## config.mk

```make
export PLATFORM = sky130hd
export DESIGN_NAME = fifo_control
export DESIGN_NICKNAME = d
export VERILOG_FILES = /design/src/rtl/fifo_control.sv
export SDC_FILE = /design/constraint.sdc
export NUM_CORES = 1
export LEC_CHECK = 0
export ABC_CLOCK_PERIOD_IN_PS = 4700
export CAP_MARGIN = 10
export CORE_MARGIN = 4
export CORE_UTILIZATION = 25
export DETAILED_ROUTE_END_ITERATION = 8
export HOLD_SLACK_MARGIN = 0.05
export SYNTH_ARGS = -nofsm -noshare
export SYNTH_HDL_FRONTEND = slang
export SYNTH_SLANG_ARGS = --single-unit
export TNS_END_PERCENT = 1
```

## constraint.sdc

```tcl
create_clock -name clk -period 4.7 [get_ports clk]
set_clock_uncertainty 0.2 [all_clocks]
set_input_delay 0.94 -clock clk [delete_from_list [all_inputs] [get_ports clk]]
set_output_delay 0.94 -clock clk [all_outputs]
set_load 0.02 [all_outputs]
```

## src/rtl/fifo_control.sv

```systemverilog
// rtl/fifo_control.sv - pointer, occupancy and flag controller for a dual-port FIFO memory
module fifo_control #(
    parameter int address_width = 8
) (
    input  logic                     clk,
    input  logic                     reset,
    input  logic                     push,
    input  logic                     pop,
    input  logic [address_width:0]   thr_high,
    input  logic [address_width:0]   thr_low,
    output logic                     wr_enable,
    output logic                     rd_enable,
    output logic [address_width-1:0] wr_ptr,
    output logic [address_width-1:0] rd_ptr,
    output logic [address_width:0]   occupancy,
    output logic                     full,
    output logic                     empty,
    output logic                     almost_full,
    output logic                     almost_empty,
    output logic                     fifo_error,
    output logic                     data_out_valid
);

    localparam logic [address_width:0]   DEPTH_O = {1'b1, {address_width{1'b0}}};
    localparam logic [address_width:0]   ONE_O   = {{address_width{1'b0}}, 1'b1};
    localparam logic [address_width-1:0] ONE_P   = {{(address_width-1){1'b0}}, 1'b1};

    // Flags decode straight from the occupancy register and the live thresholds.
    always_comb begin
        full         = (occupancy == DEPTH_O);
        empty        = (occupancy == '0);
        almost_full  = (occupancy >= thr_high);
        almost_empty = (occupancy <= thr_low);
        wr_enable    = push & ~full & ~reset;
        rd_enable    = pop & ~empty & ~reset;
    end

    always_ff @(posedge clk) begin
        if (reset) begin
            wr_ptr         <= '0;
            rd_ptr         <= '0;
            occupancy      <= '0;
            fifo_error     <= 1'b0;
            data_out_valid <= 1'b0;
        end else begin
            if (wr_enable)
                wr_ptr <= wr_ptr + ONE_P;
            if (rd_enable)
                rd_ptr <= rd_ptr + ONE_P;
            case ({wr_enable, rd_enable})
                2'b10:   occupancy <= occupancy + ONE_O;
                2'b01:   occupancy <= occupancy - ONE_O;
                default: occupancy <= occupancy;
            endcase
            // Sticky: any rejected request marks the FIFO as misused until reset.
            if ((push & full) | (pop & empty))
                fifo_error <= 1'b1;
            data_out_valid <= rd_enable;
        end
    end

endmodule

```

==> qor.csv <==
stage,metric,value,unit
final_layout,final_common_cell,clkdlybuf4s50_1,
clock_tree,worstSkewPairLatency,0.28,ns
worst_setup_path,path_buf_inv,3,
place,gp_congestion,0.821,
die,rows,31,
worst_setup_path,cp_max_fo,2,
worst_setup_path,worstSetupStartpointType,input pin,
worst_setup_path,cp-end-kind,output pin,
pwr,powerDensity,306,nW/µm²
job,max_cap_violations,0,
clock_tree,cts.htree.levels,1,
worst_setup_path,slowest_stage,clkdlybuf4s50_1,
final_layout,n_fill_cell,781,
timing,slew_headroom,55.2,%
detailed_routing,ant_nets,0,
detailed_routing,drt_iter0_drc,75,
timing,final.setup.tns,0,ns
timing,hold_violations,0,
global_routing,grt_usage,10.1,%
place,dpl.hpwl,3680,µm
final_layout,drive_gt1_share,5.28,%
final_layout,diodes,0,
clock_tree,clk_path_buf_depth,2,
timing,fin_crit,4.26,ns
global_routing,grt_max_degree,20,
timing,setup_viol,0,
global_routing,overflow,0,
logic_synthesis,seq_area_frac_synth,28.2,%
logic_synthesis,synth_cells,229,
worst_setup_path,cp_cell_sequence,clkdlybuf4s50_1 > inv_1 > ha_1 > a21o_1 > a21o_1 > a21oi_1 > nand2b_1 > o21ai_0 > clkdlybuf4s50_1,
timing,period_share,90.7,%
logic_synthesis,synth_seq_cells,27,
status,outcome,completed,
global_routing,grt_antenna_before_repair,0,
die,ioPinCount,55,
timing,rsz0062_at_grt,false,
logic_synthesis,synth_edf_count,0,
logic_synthesis,avgSynthCellArea,8.38,µm²
worst_setup_path,r2r_start,occupancy[4]$_SDFFE_PP0P_,
worst_setup_path,crit_family,buffers and inverters,
detailed_routing,wl_per_cell,12.1,µm
logic_synthesis,yosys_warnings,0,
worst_hold_path,hold_class,reg2reg,
place,port_buffers,54,
clock_tree,tritoncts,yes,
worst_setup_path,critPathMaxStageDelay,0.64,ns
worst_setup_path,setup.worst_path.start,thr_low[6],
final_layout,nets,336,
logic_synthesis,synth-async-reset-ratio,0,%
detailed_routing,drcViolationCount,0,
timing,worst_pin_slew,0.665,ns
detailed_routing,via_per_inst,4.53,
worst_hold_path,worstHoldStart,fifo_error$_SDFFE_PP0P_,
final_layout,area.growth.synth_to_final,37.0,%
place,dpl_worst_slack,0.397,ns
global_routing,grt_pass1_vias,1606,
pwr,p_leak,1.17,nW
die,start_util,26.0,%
die,die_h,95.6,µm
timing,holdWs,0.306,ns
worst_setup_path,cp_data_arrival_time,3.12,ns
timing,drv_slew,0,
pwr,ir_drop,0.000141,V
die,die_area,9140,µm²
logic_synthesis,synthFlopType,dfxtp_1,
worst_setup_path,crit_required,3.56,ns
clock_tree,ctsResizeCount,0,
clock_tree,postCtsSetupBuffers,0,
clock_tree,cts.sinks,27,
final_layout,final_cell_mix,"54 x clkdlybuf4s50_1, 28 x ha_1, 27 x dfxtp_1, 24 x nor2_1, 22 x inv_1",
clock_tree,root_buffer,clkbuf_8,
clock_tree,cts.clk_slew.worst_paths,0.10,ns
final_layout,stdcell_count,383,
logic_synthesis,synthesis.nets,280,
logic_synthesis,synth_cell_types,41,
logic_synthesis,synthesis.area,1920,µm²
clock_tree,hold_buffers,0,
place,dp_cells,379,
die,core,7370,µm²
global_routing,grt_pass1_wl,7440,µm
detailed_routing,dr.pass1.iters,4,
detailed_routing,vias,1734,
timing,fmax,235,MHz
detailed_routing,drt_wl_total,4620,µm
worst_setup_path,crit_type,in2out,
timing,setup_slack,0.439,ns
die,fp.dieW,95.6,µm
clock_tree,cts_buffers,3,
-- layout make-up --
type                       count  area [µm²]  area share [%]
multi-input combinational    174        1270            48.3
clock buffer                   3        41.3            1.57
timing repair buffer          57         563            21.4
sequential                    27         541            20.6
inverter                      22        82.6            3.14
tap                           99         124            4.71
clock inverter                 1        7.51           0.286
-- worst register-to-register path: cells and delay by family (launching register included) --
| kind | cells | cell delay, ns |
|---|---|---|
| adder cells (fa/ha/maj) | 2 | 0.77 |
| AND/OR/NAND/NOR | 3 | 1.09 |
| flip-flops | 1 | 0.40 |
| multiplexers | 1 | 0.31 |
| AO/OA/AOI/OAI | 4 | 1.00 |
-- final timing paths --
| check | cells after the start | slack [ns] | to |
|---|---|---|---|
| max | 9 | 0.44 | almost_empty |
| min | 2 | 0.31 | fifo_error$_SDFFE_PP0P_ |
| max reg2reg | 10 | 0.81 | occupancy[8]$_SDFFE_PP0P_ |
| min reg2reg | 2 | 0.31 | fifo_error$_SDFFE_PP0P_ |
-- cells by family (layout without fill, tap and decap cells) --
kind of cell	after synthesis	count (layout)	share of synthesized area (%)
multiplexers	7	7	3.78
flip-flops	27	27	28.2
adder cells (fa/ha/maj)	29	29	19.3
buffers and inverters	28	83	5.67
AND/OR/NAND/NOR	80	80	21.1
AO/OA/AOI/OAI	41	41	14.3
XOR/XNOR	17	17	7.76
-- power breakdown --
group	switching (mW)	internal (mW)
Combinational	0.196	0.178
Clock	0.0806	0.0604
Sequential	0.0377	0.252
Total	0.314	0.490
-- per-stage QoR --
stage	area (µm²)	total power, mW	utilization (%)
floorplan	1920	0.531	-
global placement	2580	0.667	35.0
detailed placement	2580	0.673	35.0
CTS	2630	0.816	35.7
global route	2630	0.862	35.7
finish	2630	0.804	35.7
-- routing by layer --
layer | vias to the layer above | share of wire, % | GRT usage (%) | wire [µm]
met2 | 31 | 46 | 17.3 | 2140
met3 | 4 | 6.1 | 2.60 | 282
met1 | 788 | 47 | 12.6 | 2170
met5 | - | 0 | 0 | 0
met4 | 0 | 0.78 | 2.13 | 36
li1 | 911 | - | - | -
-- flip-flops by register name, indices dropped and copies added (netlist names) --
name / flops
fifo_error: 1
wr_ptr: 8
rd_ptr: 8
occupancy: 9
data_out_valid: 1
-- synthesized netlist by cell type, drive strengths merged, types with 2 or more instances --
library cell	n	share of area, %
and3	2	0.65
or3	3	1.1
buf	3	0.78
a31oi	4	1.3
o21ai	7	1.8
nand2	14	2.7
xor2	9	4.1
nand3	9	2.3
a21o	6	2.3
o31ai	2	1.5
xnor2	8	3.7
nand2b	3	0.98
nor3	9	2.3
o211ai	2	0.78
nor4	3	0.98
dfxtp	27	28
a21oi	13	3.4
inv	22	4.3
o21a	3	1.2
nand4	5	1.6
or4	2	1.2
nor2b	2	0.65
mux2	2	1.2
ha	28	18
nor2	24	4.7
clkbuf	3	0.59
mux2i	5	2.6
Power figures use the tool's default switching activity.
